File: config.mk
export PLATFORM = sky130hd
export DESIGN_NAME = alt_vipvfr130_prc_frame_scheduler
export DESIGN_NICKNAME = d
export VERILOG_FILES = /design/src/rtl/alt_vipvfr130_prc_frame_scheduler.sv
export SDC_FILE = /design/constraint.sdc
export NUM_CORES = 1
export LEC_CHECK = 0
export CAP_MARGIN = 10
export CORE_MARGIN = 2
export CORE_UTILIZATION = 32
export DETAILED_ROUTE_END_ITERATION = 12
export PLACE_DENSITY_LB_ADDON = 0.15
export SLEW_MARGIN = 20
export SYNTH_ARGS = -nofsm -noshare
export SYNTH_HDL_FRONTEND = slang
export SYNTH_SLANG_ARGS = --single-unit
File: constraint.sdc
create_clock -name clock -period 4.1 [get_ports clock]
set_input_delay 1.23 -clock clock [delete_from_list [all_inputs] [get_ports clock]]
set_output_delay 1.23 -clock clock [all_outputs]
set_load 0.01 [all_outputs]
File: src/rtl/alt_vipvfr130_prc_frame_scheduler.sv
// Sequences PRC control-slave writes: one control packet plus one video packet per frame, rotating over frame buffers.
// Outputs are registered from next state; a PRC write appears the cycle after the decision; no backpressure (slave has no waitrequest).
module alt_vipvfr130_prc_frame_scheduler #(
  parameter int NUM_BUFFERS = 3,
  parameter int ADDR_WIDTH  = 32,
  parameter int VIDEO_TYPE  = 0,
  parameter int CTRL_TYPE   = 15
) (
  input  logic                              clock,
  input  logic                              reset,
  input  logic                              cfg_go,
  input  logic [2:0]                        cfg_num_buffers,
  input  logic [NUM_BUFFERS*ADDR_WIDTH-1:0] cfg_buf_addr,
  input  logic [ADDR_WIDTH-1:0]             cfg_ctrl_addr,
  input  logic [31:0]                       cfg_ctrl_samples,
  input  logic [31:0]                       cfg_ctrl_words,
  input  logic [31:0]                       cfg_video_samples,
  input  logic [31:0]                       cfg_video_words,
  output logic [2:0]                        prc_address,
  output logic                              prc_write,
  output logic [31:0]                       prc_writedata,
  input  logic                              prc_irq,
  output logic                              busy,
  output logic [1:0]                        cur_buffer,
  output logic                              frame_done,
  output logic [15:0]                       frame_count
);

  typedef enum logic [2:0] {
    S_IDLE, S_WR_ADDR, S_WR_TYPE, S_WR_SAMPLES, S_WR_WORDS, S_WR_GO, S_WAIT_IRQ, S_WR_CLR
  } state_t;

  state_t state_q, state_d;
  logic   pkt_q, pkt_d;
  logic   snap;

  logic [ADDR_WIDTH-1:0] buf_q [NUM_BUFFERS];
  logic [ADDR_WIDTH-1:0] buf_d [NUM_BUFFERS];
  logic [ADDR_WIDTH-1:0] ctrl_addr_q, ctrl_addr_d;
  logic [31:0]           ctrl_samples_q, ctrl_samples_d;
  logic [31:0]           ctrl_words_q, ctrl_words_d;
  logic [31:0]           video_samples_q, video_samples_d;
  logic [31:0]           video_words_q, video_words_d;
  logic [2:0]            nbuf_q, nbuf_d, nbuf_eff;

  logic [1:0]            cur_buffer_q, cur_buffer_d;
  logic [15:0]           frame_count_q, frame_count_d;
  logic                  frame_done_q, frame_done_d;
  logic                  busy_q, busy_d;
  logic [2:0]            prc_address_q, prc_address_d;
  logic                  prc_write_q, prc_write_d;
  logic [31:0]           prc_writedata_q, prc_writedata_d;
  logic [ADDR_WIDTH-1:0] vid_addr;

  // Zero buffers means one; anything beyond the instantiated set clamps to it.
  always_comb begin
    nbuf_eff = cfg_num_buffers;
    if (cfg_num_buffers == 3'd0)
      nbuf_eff = 3'd1;
    else if (cfg_num_buffers > 3'(NUM_BUFFERS))
      nbuf_eff = 3'(NUM_BUFFERS);
  end

  always_comb begin
    state_d       = state_q;
    pkt_d         = pkt_q;
    snap          = 1'b0;
    cur_buffer_d  = cur_buffer_q;
    frame_count_d = frame_count_q;
    frame_done_d  = 1'b0;
    case (state_q)
      S_IDLE: begin
        if (cfg_go) begin
          snap    = 1'b1;
          pkt_d   = 1'b0;
          state_d = S_WR_ADDR;
        end
      end
      S_WR_ADDR:    state_d = S_WR_TYPE;
      S_WR_TYPE:    state_d = S_WR_SAMPLES;
      S_WR_SAMPLES: state_d = S_WR_WORDS;
      S_WR_WORDS:   state_d = S_WR_GO;
      S_WR_GO:      state_d = S_WAIT_IRQ;
      S_WAIT_IRQ: begin
        if (prc_irq)
          state_d = S_WR_CLR;
      end
      S_WR_CLR: begin
        if (!pkt_q) begin
          pkt_d   = 1'b1;
          state_d = S_WR_ADDR;
        end else begin
          frame_done_d  = 1'b1;
          frame_count_d = frame_count_q + 16'd1;
          cur_buffer_d  = (({1'b0, cur_buffer_q} + 3'd1) >= nbuf_q) ? 2'd0 : cur_buffer_q + 2'd1;
          if (cfg_go) begin
            snap    = 1'b1;
            pkt_d   = 1'b0;
            state_d = S_WR_ADDR;
          end else begin
            state_d = S_IDLE;
          end
        end
      end
      default: state_d = S_IDLE;
    endcase
  end

  // Frame registers: loaded only when a frame is launched, so mid-frame config edits wait for the next frame.
  always_comb begin
    for (int i = 0; i < NUM_BUFFERS; i++)
      buf_d[i] = snap ? cfg_buf_addr[i*ADDR_WIDTH +: ADDR_WIDTH] : buf_q[i];
    ctrl_addr_d     = snap ? cfg_ctrl_addr     : ctrl_addr_q;
    ctrl_samples_d  = snap ? cfg_ctrl_samples  : ctrl_samples_q;
    ctrl_words_d    = snap ? cfg_ctrl_words    : ctrl_words_q;
    video_samples_d = snap ? cfg_video_samples : video_samples_q;
    video_words_d   = snap ? cfg_video_words   : video_words_q;
    nbuf_d          = snap ? nbuf_eff          : nbuf_q;
  end

  always_comb begin
    vid_addr = buf_d[0];
    for (int i = 0; i < NUM_BUFFERS; i++)
      if (cur_buffer_d == 2'(i))
        vid_addr = buf_d[i];
  end

  always_comb begin
    prc_address_d   = 3'd0;
    prc_write_d     = 1'b0;
    prc_writedata_d = 32'd0;
    busy_d          = (state_d != S_IDLE);
    case (state_d)
      S_WR_ADDR: begin
        prc_address_d   = 3'd3;
        prc_write_d     = 1'b1;
        prc_writedata_d = pkt_d ? 32'(vid_addr) : 32'(ctrl_addr_d);
      end
      S_WR_TYPE: begin
        prc_address_d   = 3'd4;
        prc_write_d     = 1'b1;
        prc_writedata_d = {28'd0, pkt_d ? 4'(VIDEO_TYPE) : 4'(CTRL_TYPE)};
      end
      S_WR_SAMPLES: begin
        prc_address_d   = 3'd5;
        prc_write_d     = 1'b1;
        prc_writedata_d = pkt_d ? video_samples_d : ctrl_samples_d;
      end
      S_WR_WORDS: begin
        prc_address_d   = 3'd6;
        prc_write_d     = 1'b1;
        prc_writedata_d = pkt_d ? video_words_d : ctrl_words_d;
      end
      S_WR_GO: begin
        prc_address_d   = 3'd0;
        prc_write_d     = 1'b1;
        prc_writedata_d = 32'h1;
      end
      S_WR_CLR: begin
        prc_address_d   = 3'd2;
        prc_write_d     = 1'b1;
        prc_writedata_d = 32'h1;
      end
      default: ;
    endcase
  end

  always_ff @(posedge clock or negedge reset) begin
    if (!reset) begin
      state_q         <= S_IDLE;
      pkt_q           <= 1'b0;
      for (int i = 0; i < NUM_BUFFERS; i++)
        buf_q[i] <= '0;
      ctrl_addr_q     <= '0;
      ctrl_samples_q  <= 32'd0;
      ctrl_words_q    <= 32'd0;
      video_samples_q <= 32'd0;
      video_words_q   <= 32'd0;
      nbuf_q          <= 3'd1;
      cur_buffer_q    <= 2'd0;
      frame_count_q   <= 16'd0;
      frame_done_q    <= 1'b0;
      busy_q          <= 1'b0;
      prc_address_q   <= 3'd0;
      prc_write_q     <= 1'b0;
      prc_writedata_q <= 32'd0;
    end else begin
      state_q         <= state_d;
      pkt_q           <= pkt_d;
      for (int i = 0; i < NUM_BUFFERS; i++)
        buf_q[i] <= buf_d[i];
      ctrl_addr_q     <= ctrl_addr_d;
      ctrl_samples_q  <= ctrl_samples_d;
      ctrl_words_q    <= ctrl_words_d;
      video_samples_q <= video_samples_d;
      video_words_q   <= video_words_d;
      nbuf_q          <= nbuf_d;
      cur_buffer_q    <= cur_buffer_d;
      frame_count_q   <= frame_count_d;
      frame_done_q    <= frame_done_d;
      busy_q          <= busy_d;
      prc_address_q   <= prc_address_d;
      prc_write_q     <= prc_write_d;
      prc_writedata_q <= prc_writedata_d;
    end
  end

  assign prc_address   = prc_address_q;
  assign prc_write     = prc_write_q;
  assign prc_writedata = prc_writedata_q;
  assign busy          = busy_q;
  assign cur_buffer    = cur_buffer_q;
  assign frame_done    = frame_done_q;
  assign frame_count   = frame_count_q;

endmodule

== After elaboration in Yosys (flattened, before gate mapping) ==
Cells that the tools add are included.
Widths: inputs -> output; s select.
Cells by class
  reductions and logical operators: 6
  eq/ne operators: 15
  add/sub/neg operators: 3
  muxes and demuxes: 36
  $lt $le $gt $ge: 2
Operators by type and width (count)
  $mux 32: 13
  $pmux 32 s5: 1
  $pmux 3 s8: 1
  $eq 3x3->1 const B: 7
  $add 16x1->16 const B: 1
  $pmux 3 s5: 1
  $eq 3x2->1 const B: 4
  $mux 3: 4
  $mux 1: 10
  $eq 3x1->1 const B: 2
  $logic_not 3->1: 2
  $mux 2: 3
  $reduce_or 6->1: 1
  $mux 4: 1
  $pmux 1 s2: 2
  $add 2x1->3 const B: 1
  $ge 3x3->1: 1
  $gt 3x2->1 const B: 1
  $reduce_bool 3->1: 1
  $add 2x1->2 const B: 1
  $eq 2x1->1 const B: 1
  $eq 2x2->1 const B: 1
  $reduce_and 2->1: 1
  $reduce_or 2->1: 1
Word-level totals
  word-level logic and storage cells: 80
  flip-flop bits (word level): 319
  output and inout port bits: 56

== Logic depth before layout (Yosys ltp) ==
Gate-level depths: netlist (run 1).
  depth in word-level cells: 10
  gate-level depth with buffers: 13

== Worst setup path before layout (run 1) ==
OpenSTA, ideal clock, no wires.
  kind: input to register
  from: input cfg_go
  to: register prc_writedata_q[11] (netlist: prc_writedata[11])
  slack: 1217 ps
  stages: 8
  arrival: 2759 ps
  buffers on the path: 2
  data required time: 3976 ps
  path through: nand2b_1 -> a21o_1 -> a221oi_1 -> clkbuf_1 -> nor3_1 -> clkbuf_1 -> o211a_1 -> a211o_1
On the way
  word-level cells in the longest chain between the ends: 8
  elaborated cells between the ends (all ways): 32
  those cells by class: 6 x eq/ne; 25 x mux; 1 x reduce/logical
Ends and longest elaborated chain
  start, declared: line 11  | input logic cfg_go,
  $mux 1: line 73, 96
  $mux 1: line 89  | if (!pkt_q) begin
  $pmux 1 s2: line 71  | case (state_q)
  $mux 32: line 112  | buf_d[i] = snap ? cfg_buf_addr[i*ADDR_WIDTH +: ADDR_WIDTH] : buf_q[i];
  $mux 32 (2 in a row): line 124  | if (cur_buffer_d == 2'(i))
  $mux 32: line 137  | prc_writedata_d = pkt_d ? 32'(vid_addr) : 32'(ctrl_addr_d);
  $pmux 32 s5 (*): line 133  | case (state_d)
  named net prc_writedata_d[11]: line 52  | logic [31:0] prc_writedata_q, prc_writedata_d;
  end signal, assigned: line 204  | prc_writedata_q <= prc_writedata_d;
  end, declared: line 52
Mark *: on every way through the listed nets, which the timed path passes. The rest lies on a longest branch.
A chain may end at the register's enable or synchronous reset.

== Worst setup path after layout (run 1) ==
  from: register cur_buffer_q[0] (netlist: cur_buffer[0])
  to: register prc_writedata_q[26] (netlist: prc_writedata[26])
On the way
  word-level cells in the longest chain between the ends: 10
  elaborated cells between the ends (all ways): 12
  those cells by class: 2 x add/sub; 1 x order compare; 2 x eq/ne; 7 x mux
Ends and longest elaborated chain
  start, declared: line 46  | logic [1:0] cur_buffer_q, cur_buffer_d;
  start signal, assigned: line 198  | cur_buffer_q <= cur_buffer_d;
  $add 2x1->3: line 95  | cur_buffer_d = (({1'b0, cur_buffer_q} + 3'd1) >= nbuf_q) ? 2'd0 : cur_buffer_q + 2'd1;
  $ge 3x3->1: line 95
  $mux 2: line 95
  $mux 2: line 89
  $mux 2 (*): line 71
  $eq 2x1->1: line 124
  $mux 32: line 124
  $mux 32 (*): line 124
  $mux 32 (*): line 137
  $pmux 32 s5 (*): line 133
  named net prc_writedata_d[26]: line 52
Marks and branches as above.

==> metrics.md, run 1 <==
| Metric | Value |
|---|---|
| Initial Util | `0.324` |
| Fin. max-slew vios | `0` |
| Most common cell after layout, fill and taps aside | `nand2_1` |
| Worst-case reg-to-reg path depth | `9` |
| Clock Tree Root | `clkbuf_16` |
| Detailed-route via count | `11822` |
| Drt total wl | `47.0 mm` |
| Top cell type's share of synthesized area | `0.557` |
| Htree depth | `2` |
| Core area | `44100 um2` |
| Syn-to-layout area delta | `36.9%` |
| R2R Setup Slk | `510 ps` |
| CTS buffer count | `38` |
| Critical-path cell list | `ha_1 -> ha_1 -> nand2_1 -> o21ai_0 -> o22ai_4 -> buf_4 -> or2_1 -> o21ai_0 -> o211ai_1` |
| Crit Path Class | `flop to flop` |
| Post-synthesis cell count | `1534` |
| Final Hold Fails | `0` |
| Initial antenna violation count | `5` |
| Post-synth ARST share | `1.00` |
| Ranking of synthesized cells by area | `dfrtp_1, nand2_1, mux2_2` |
| Die area | `46400 um2` |
| RSZ-0062 raised after global routing | `no` |
| Global-route wire length before repair | `71.7 mm` |
| Dpl ws | `138 ps` |
| Number of global-route vias before repair | `11892` |
| DRT iter0 DRCs | `887` |
| HPWL after DPL | `32.8 mm` |
| Max Fclk | `279 MHz` |
| EDFF count, synth | `0` |
| Clk Latency, worst-skew pair | `550 ps` |
| DRT antenna net count | `0` |
| CP arrival | `4000 ps` |
| Synthesized cell area | `14300 um2` |
| Synth Warn # | `0` |
| Most used DFF post-synth | `dfrtp_1` |
| WP data required | `4510 ps` |
| Mapped Nets | `1806` |
| Startpoint types | `flop` |
| Crit-path leading delay family | `compound AO/OA/AOI/OAI gates` |
| Gr ovfl total | `0` |
| CTS tree | `built` |
| RD Place Congestion | `0.856` |
| Final WS setup | `510 ps` |
| Fin crit share | `0.876` |
| Max Root-Sink Buffers | `3` |
| Final layout net count | `2101` |
| Max-slew headroom | `0.347` |
| CP max stage cell | `dfrtp_1` |
| DRC violations left | `0` |
| Die Y | `215 um` |
| Leakage | `9.43 nW` |
| Hold Path End | `ctrl_samples_q[8]` |
| Share of cells above drive strength 1 | `0.0990` |
| Hold Path Stages | `2` |
| Via-per-instance ratio | `4.81` |
| 1st-pass router iterations | `5` |
| Buf/Inv on CP | `1` |
| Final Skew | `12.2 ps` |
| Synth cell types | `51` |
| Reg-to-Reg Start | `cur_buffer[0]` |
| Max_cap viols | `0` |
| Mean area per synthesized cell | `9.32 um2` |
| Leading area contributor after synthesis | `dfrtp_1` |
| Worst vdd ir | `0.443 mV` |
| Min cycle time layout | `3590 ps` |
| Critical path's largest stage delay | `650 ps` |
| DR WL/cell | `19.1 um` |
| Post-CTS Setup Bufs | `0` |
| Largest net degree at the start of global routing | `117` |
| Worst min-delay path category | `flop to flop` |
| # rows | `77` |
| CTS clk-pin slew, worst paths | `60 ps` |
| Most frequent cells in the layout | `nand2_1, dfrtp_1, clkdlybuf4s50_1, nor2_1, mux2_2` |
| R2r endpoint | `prc_writedata[26]` |
| Top Ports | `319` |
| Hold_buf cts | `0` |
| Yosys reg bits | `319` |
| Buffers on Ports | `318` |
| Setup violators final | `0` |
| CTS-repair resized insts | `0` |
| Clock sinks | `319` |
| Power Dens Cells | `806 nW/um2` |
| Setup TNS Final | `0 ps` |
| Seq/Total Area, Yosys | `0.558` |
| Hold path start | `ctrl_samples_q[8]` |
| Status | `completed` |
| Die Wd | `215 um` |
| Total track usage | `0.201` |
| CP Capture Type | `flop` |
| Worst-margin pin slew | `980 ps` |
| CP max FO | `19` |
[where the power goes]
group          switching (mW)  internal, mW
combinational            4.39          2.93
clock                    1.34          2.09
sequential              0.503          4.51
[worst min-delay path: stages (launching register included)]
cell and delay, ps:
dfrtp_1 320, nand2_1 60, nand2_1 60
[Yosys cell counts (6+ instances only)]
cell,count
a211o_1,20
a21oi_1,30
a222oi_1,20
a31oi_1,30
buf_1,8
buf_2,51
buf_4,6
clkbuf_1,30
dfrtp_1,318
ha_1,9
inv_1,10
mux2_2,64
mux2_4,10
mux2i_1,13
nand2_1,657
nand3_1,10
nor2_1,90
nor4_1,22
o211a_1,19
o211ai_1,10
o21ai_0,36
xnor2_1,14
[layout make-up]
type	count	area, um2
diodes	5	12.5
clock buffers	66	1270
clock inverters	4	20.0
fillers	4379	24500
inverters	11	43.8
multi-input cells	1105	5860
flip-flops and latches	319	7980
well taps	592	741
repair buffers	354	3650
[kinds of logic after synthesis]
logic type / count (synthesis) / share of synthesized area
mux: 87 / 0.0700
fa+ha+maj: 9 / 0.00788
flops: 319 / 0.558
buf+inv: 110 / 0.0370
xor+xnor: 18 / 0.0110
simple gates: 800 / 0.219
compound gates: 191 / 0.0965
[metrics by stage]
stage | area [um2] | util | hold slack (ps) | std cells | power, mW
5_1_grt | 19600 | 0.444 | 481 | 2456 | 16.9
3_5_place_dp | 18300 | 0.414 | 453 | 2381 | 12.4
3_3_place_gp | 18300 | 0.414 | 446 | 2381 | 12.3
4_1_cts | 19600 | 0.443 | 468 | 2451 | 15.9
6_report | 19600 | 0.444 | 469 | 2456 | 15.8
2_1_floorplan | 14300 | - | 432 | 1534 | 9.62
[layer usage]
layer,GRT usage,up-vias,part of all wire
li1,-,5696,-
met4,0.0634,0,0.017
met3,0.0362,47,0.054
met2,0.305,310,0.45
met5,0,-,0
met1,0.293,5769,0.48
[state kept, by name, indices dropped and copies added (netlist names)]
name,flops
prc_address,3
pkt_q,1
nbuf_q,3
video_words_q,32
prc_writedata,32
ctrl_samples_q,32
ctrl_words_q,32
busy,1
ctrl_addr_q,32
prc_write,1
video_samples_q,32
state_q,3
frame_done,1
cur_buffer,2
frame_count,16
buf_q,96
[worst max path at each step]
stage                       start           endpoint  cells past startpoint
floorplan                  cfg_go  prc_writedata[11]                      8
global placement           cfg_go  prc_writedata[19]                      8
detailed placement         cfg_go  prc_writedata[19]                      8
CTS                 cur_buffer[0]  prc_writedata[26]                      9
global route        cur_buffer[0]  prc_writedata[27]                     10
finish              cur_buffer[0]  prc_writedata[26]                      9
Power figures use the tool's default switching activity.
==> run 2, diff against run 1 <==
Settings changed: CORE_UTILIZATION 32 to 45, TNS_END_PERCENT set to 5.
==> run 2 against run 1 <==
Compared with the run above:
- hold slack got worse by 2.6 ps
- wire length shrank 12%
- via count rose by 0.20%
- critical path type is now primary input to flop
- fmax down 0.46%
- highest routed layer unchanged
- first-iteration DRC count is 14% higher
- final cell count fell by 8.1%
- cell area fell by 1.9%
- worst setup slack got worse by 17 ps
- global-route usage is 4.6 points higher
- sequential power about the same
==> metrics.md, run 2 (synthesized netlist as in run 1, its figures left out) <==
| Metric | Value |
|---|---|
| Share of cells above drive strength 1 | `0.0962 (-0.00281)` |
| Via-per-instance ratio | `5.25 (+9.0%)` |
| DP Area | `18000 um2 (-1.5%)` |
| Final instance area | `19200 um2 (-1.9%)` |
| Max FFs per register | `96 (unchanged)` |
| Most flops, register | `buf_q` |
| DRT iter0 DRCs | `1011 (+14%)` |
| Power Dens Cells | `803 nW/um2 (-0.37%)` |
| Hold Path Stages | `2 (unchanged)` |
| CTS buffer count | `35 (-7.9%)` |
| Startpoint types | `primary input` |
| Most frequent cells in the layout | `nand2_1, dfrtp_1, clkdlybuf4s50_1, nor2_1, mux2_2` |
| Syn-to-layout area delta | `34.4%` |
| Final Skew | `11.2 ps (-0.982 ps)` |
| Detailed-route via count | `11846 (+0.20%)` |
| Die Wd | `182 um (-15%)` |
| Most common cell after layout, fill and taps aside | `nand2_1` |
| CTS clk-pin slew, worst paths | `60 ps (about the same)` |
| Reg-to-Reg Start | `state_q[0]` |
| Htree depth | `2 (unchanged)` |
| GR met3 Demand/Resource | `0.0487 (+0.0125)` |
| Final Hold Fails | `0 (unchanged)` |
| Leakage | `9.38 nW (-0.59%)` |
| Top Ports | `319 (unchanged)` |
| Setup TNS Final | `0 ps (unchanged)` |
| Clock sinks | `319 (unchanged)` |
| Final layout net count | `2100 (-0.048%)` |
| Clock Tree Root | `clkbuf_16` |
| Global-route wire length before repair | `64.5 mm (-10%)` |
| Worst min-delay path category | `flop to flop` |
| DRC violations left | `0 (unchanged)` |
| Sequential share of power | `0.325 (+0.007)` |
| Final Power | `15.4 mW (-2.2%)` |
| WP data required | `4540 ps (+30 ps)` |
| Max-slew headroom | `0.305 (-0.0419)` |
| Max_cap viols | `0 (unchanged)` |
| 1st-pass router iterations | `7 (+2)` |
| Crit Path Class | `primary input to flop` |
| R2r endpoint | `prc_writedata[30]` |
| Worst vdd ir | `0.506 mV (+14%)` |
| Initial Util | `0.455 (+0.131)` |
| DRT antenna net count | `0 (unchanged)` |
| Drt total wl | `41.4 mm (-12%)` |
| RSZ-0062 raised after global routing | `no` |
| Buffers on Ports | `318 (unchanged)` |
| CTS tree | `built` |
| Min cycle time layout | `3610 ps (+16.6 ps)` |
| Post-CTS Setup Bufs | `0 (unchanged)` |
| R2R Setup Slk | `550 ps (+40 ps)` |
| Dpl ws | `53.5 ps (-84.6 ps)` |
| Worst-margin pin slew | `1040 ps (+62.8 ps)` |
| # rows | `65 (-16%)` |
| Hold_buf cts | `0 (unchanged)` |
| Met1 Usage GRT | `0.372 (+0.0791)` |
| Number of global-route vias before repair | `11536 (-3.0%)` |
| Net Sw Power | `6.01 mW (-3.6%)` |
| Final WS setup | `493 ps (-16.6 ps)` |
| HPWL after DPL | `28.9 mm (-12%)` |
| CTS-repair resized insts | `0 (unchanged)` |
| DR WL/cell | `18.3 um (-4.2%)` |
| Initial antenna violation count | `6 (+1)` |
| Fin. max-slew vios | `0 (unchanged)` |
| Clk Latency, worst-skew pair | `500 ps (-50 ps)` |
| Switching share of total power | `0.390 (-0.00575)` |
| Largest net degree at the start of global routing | `105 (-10%)` |
| Fin crit share | `0.880 (+0.00404)` |
| Max Fclk | `277 MHz (-0.46%)` |
| Die Y | `182 um (-15%)` |
| CP arrival | `4050 ps (+50 ps)` |
| Clock power share | `0.212 (-0.006)` |
| CP max FO | `72 (+53)` |
| Core area | `31400 um2 (-29%)` |
| Hold path start | `buf_q[1]` |
| Internal power | `9.41 mW (-1.3%)` |
| Die area | `33200 um2 (-28%)` |
| Hold slack | `466 ps (-2.65 ps)` |
| Total track usage | `0.248 (+0.0460)` |
| Combinational share of power | `0.463 (about the same)` |
| Max Root-Sink Buffers | `3 (unchanged)` |
| Status | `completed` |
| RD Place Congestion | `0.871 (+1.8%)` |
| CP Capture Type | `flop` |
| Met2 Usage GRT | `0.364 (+0.0598)` |
| Hold Path End | `buf_q[1]` |
| Gr ovfl total | `0 (unchanged)` |
| Setup violators final | `0 (unchanged)` |
| Peak-usage layer in the global routing report | `met1` |
| Worst-case reg-to-reg path depth | `11 (+2)` |
==> run 2: cell type report <==
type                            instances  area (um2)
Tap cell                              402         503
Sequential cell                       319        7980
Clock buffer                           53        1070
Multi-Input combinational cell       1105        5860
Fill cell                            2668       12200
Antenna cell                            4        10.0
Timing Repair Buffer                  356        3610
Inverter                               11        43.8
Clock inverter                          7         135
==> run 2: power groups by stage <==
| stage | clock network (mW) | registers [mW] | logic, mW |
|---|---|---|---|
| 3_5_place_dp | 0 | 5.06 | 7.11 |
| 6_report | 3.26 | 5.02 | 7.14 |
| 2_1_floorplan | 0 | 4.96 | 4.66 |
| 4_1_cts | 3.32 | 5.02 | 7.14 |
| 5_1_grt | 3.47 | 5.16 | 7.88 |
| 3_3_place_gp | 0 | 5.03 | 6.95 |
==> run 2: routing by layer <==
metal,share of wire,wire length [um]
met5,0,0
met1,0.46,19200
met3,0.075,3100
met2,0.43,18000
met4,0.027,1110
==> run 2: how the worst max path moves through the flow <==
stage / from / to / slack [ps]
floorplan: cfg_go / prc_writedata[11] / 1220
global placement: cfg_go / prc_writedata[30] / 50
detailed placement: cfg_go / prc_writedata[30] / 50
CTS: state_q[0] / prc_writedata[24] / 540
global route: state_q[0] / prc_writedata[24] / 330
finish: cfg_go / prc_writedata[30] / 490
==> run 2: stage by stage <==
step,util,std cells
finish,0.612,2257
detailed placement,0.573,2193
floorplan,-,1534
global placement,0.573,2193
CTS,0.612,2253
global route,0.612,2257
==> run 2: worst max-delay path, cell delays in order <==
cell and delay [ps]:
clkdlybuf4s50_1 660, o21a_4 420, buf_4 240, buf_12 290, nand2_1 130, nand2_1 90, nor2_1 40, nor4_1 690
a211o_1 180
==> run 3, diff against run 2 <==
Settings changed: CTS_CLUSTER_DIAMETER set to 200.
==> results of run 3 <==
The final DEF is identical to that of run 2; final timing and power are the same.
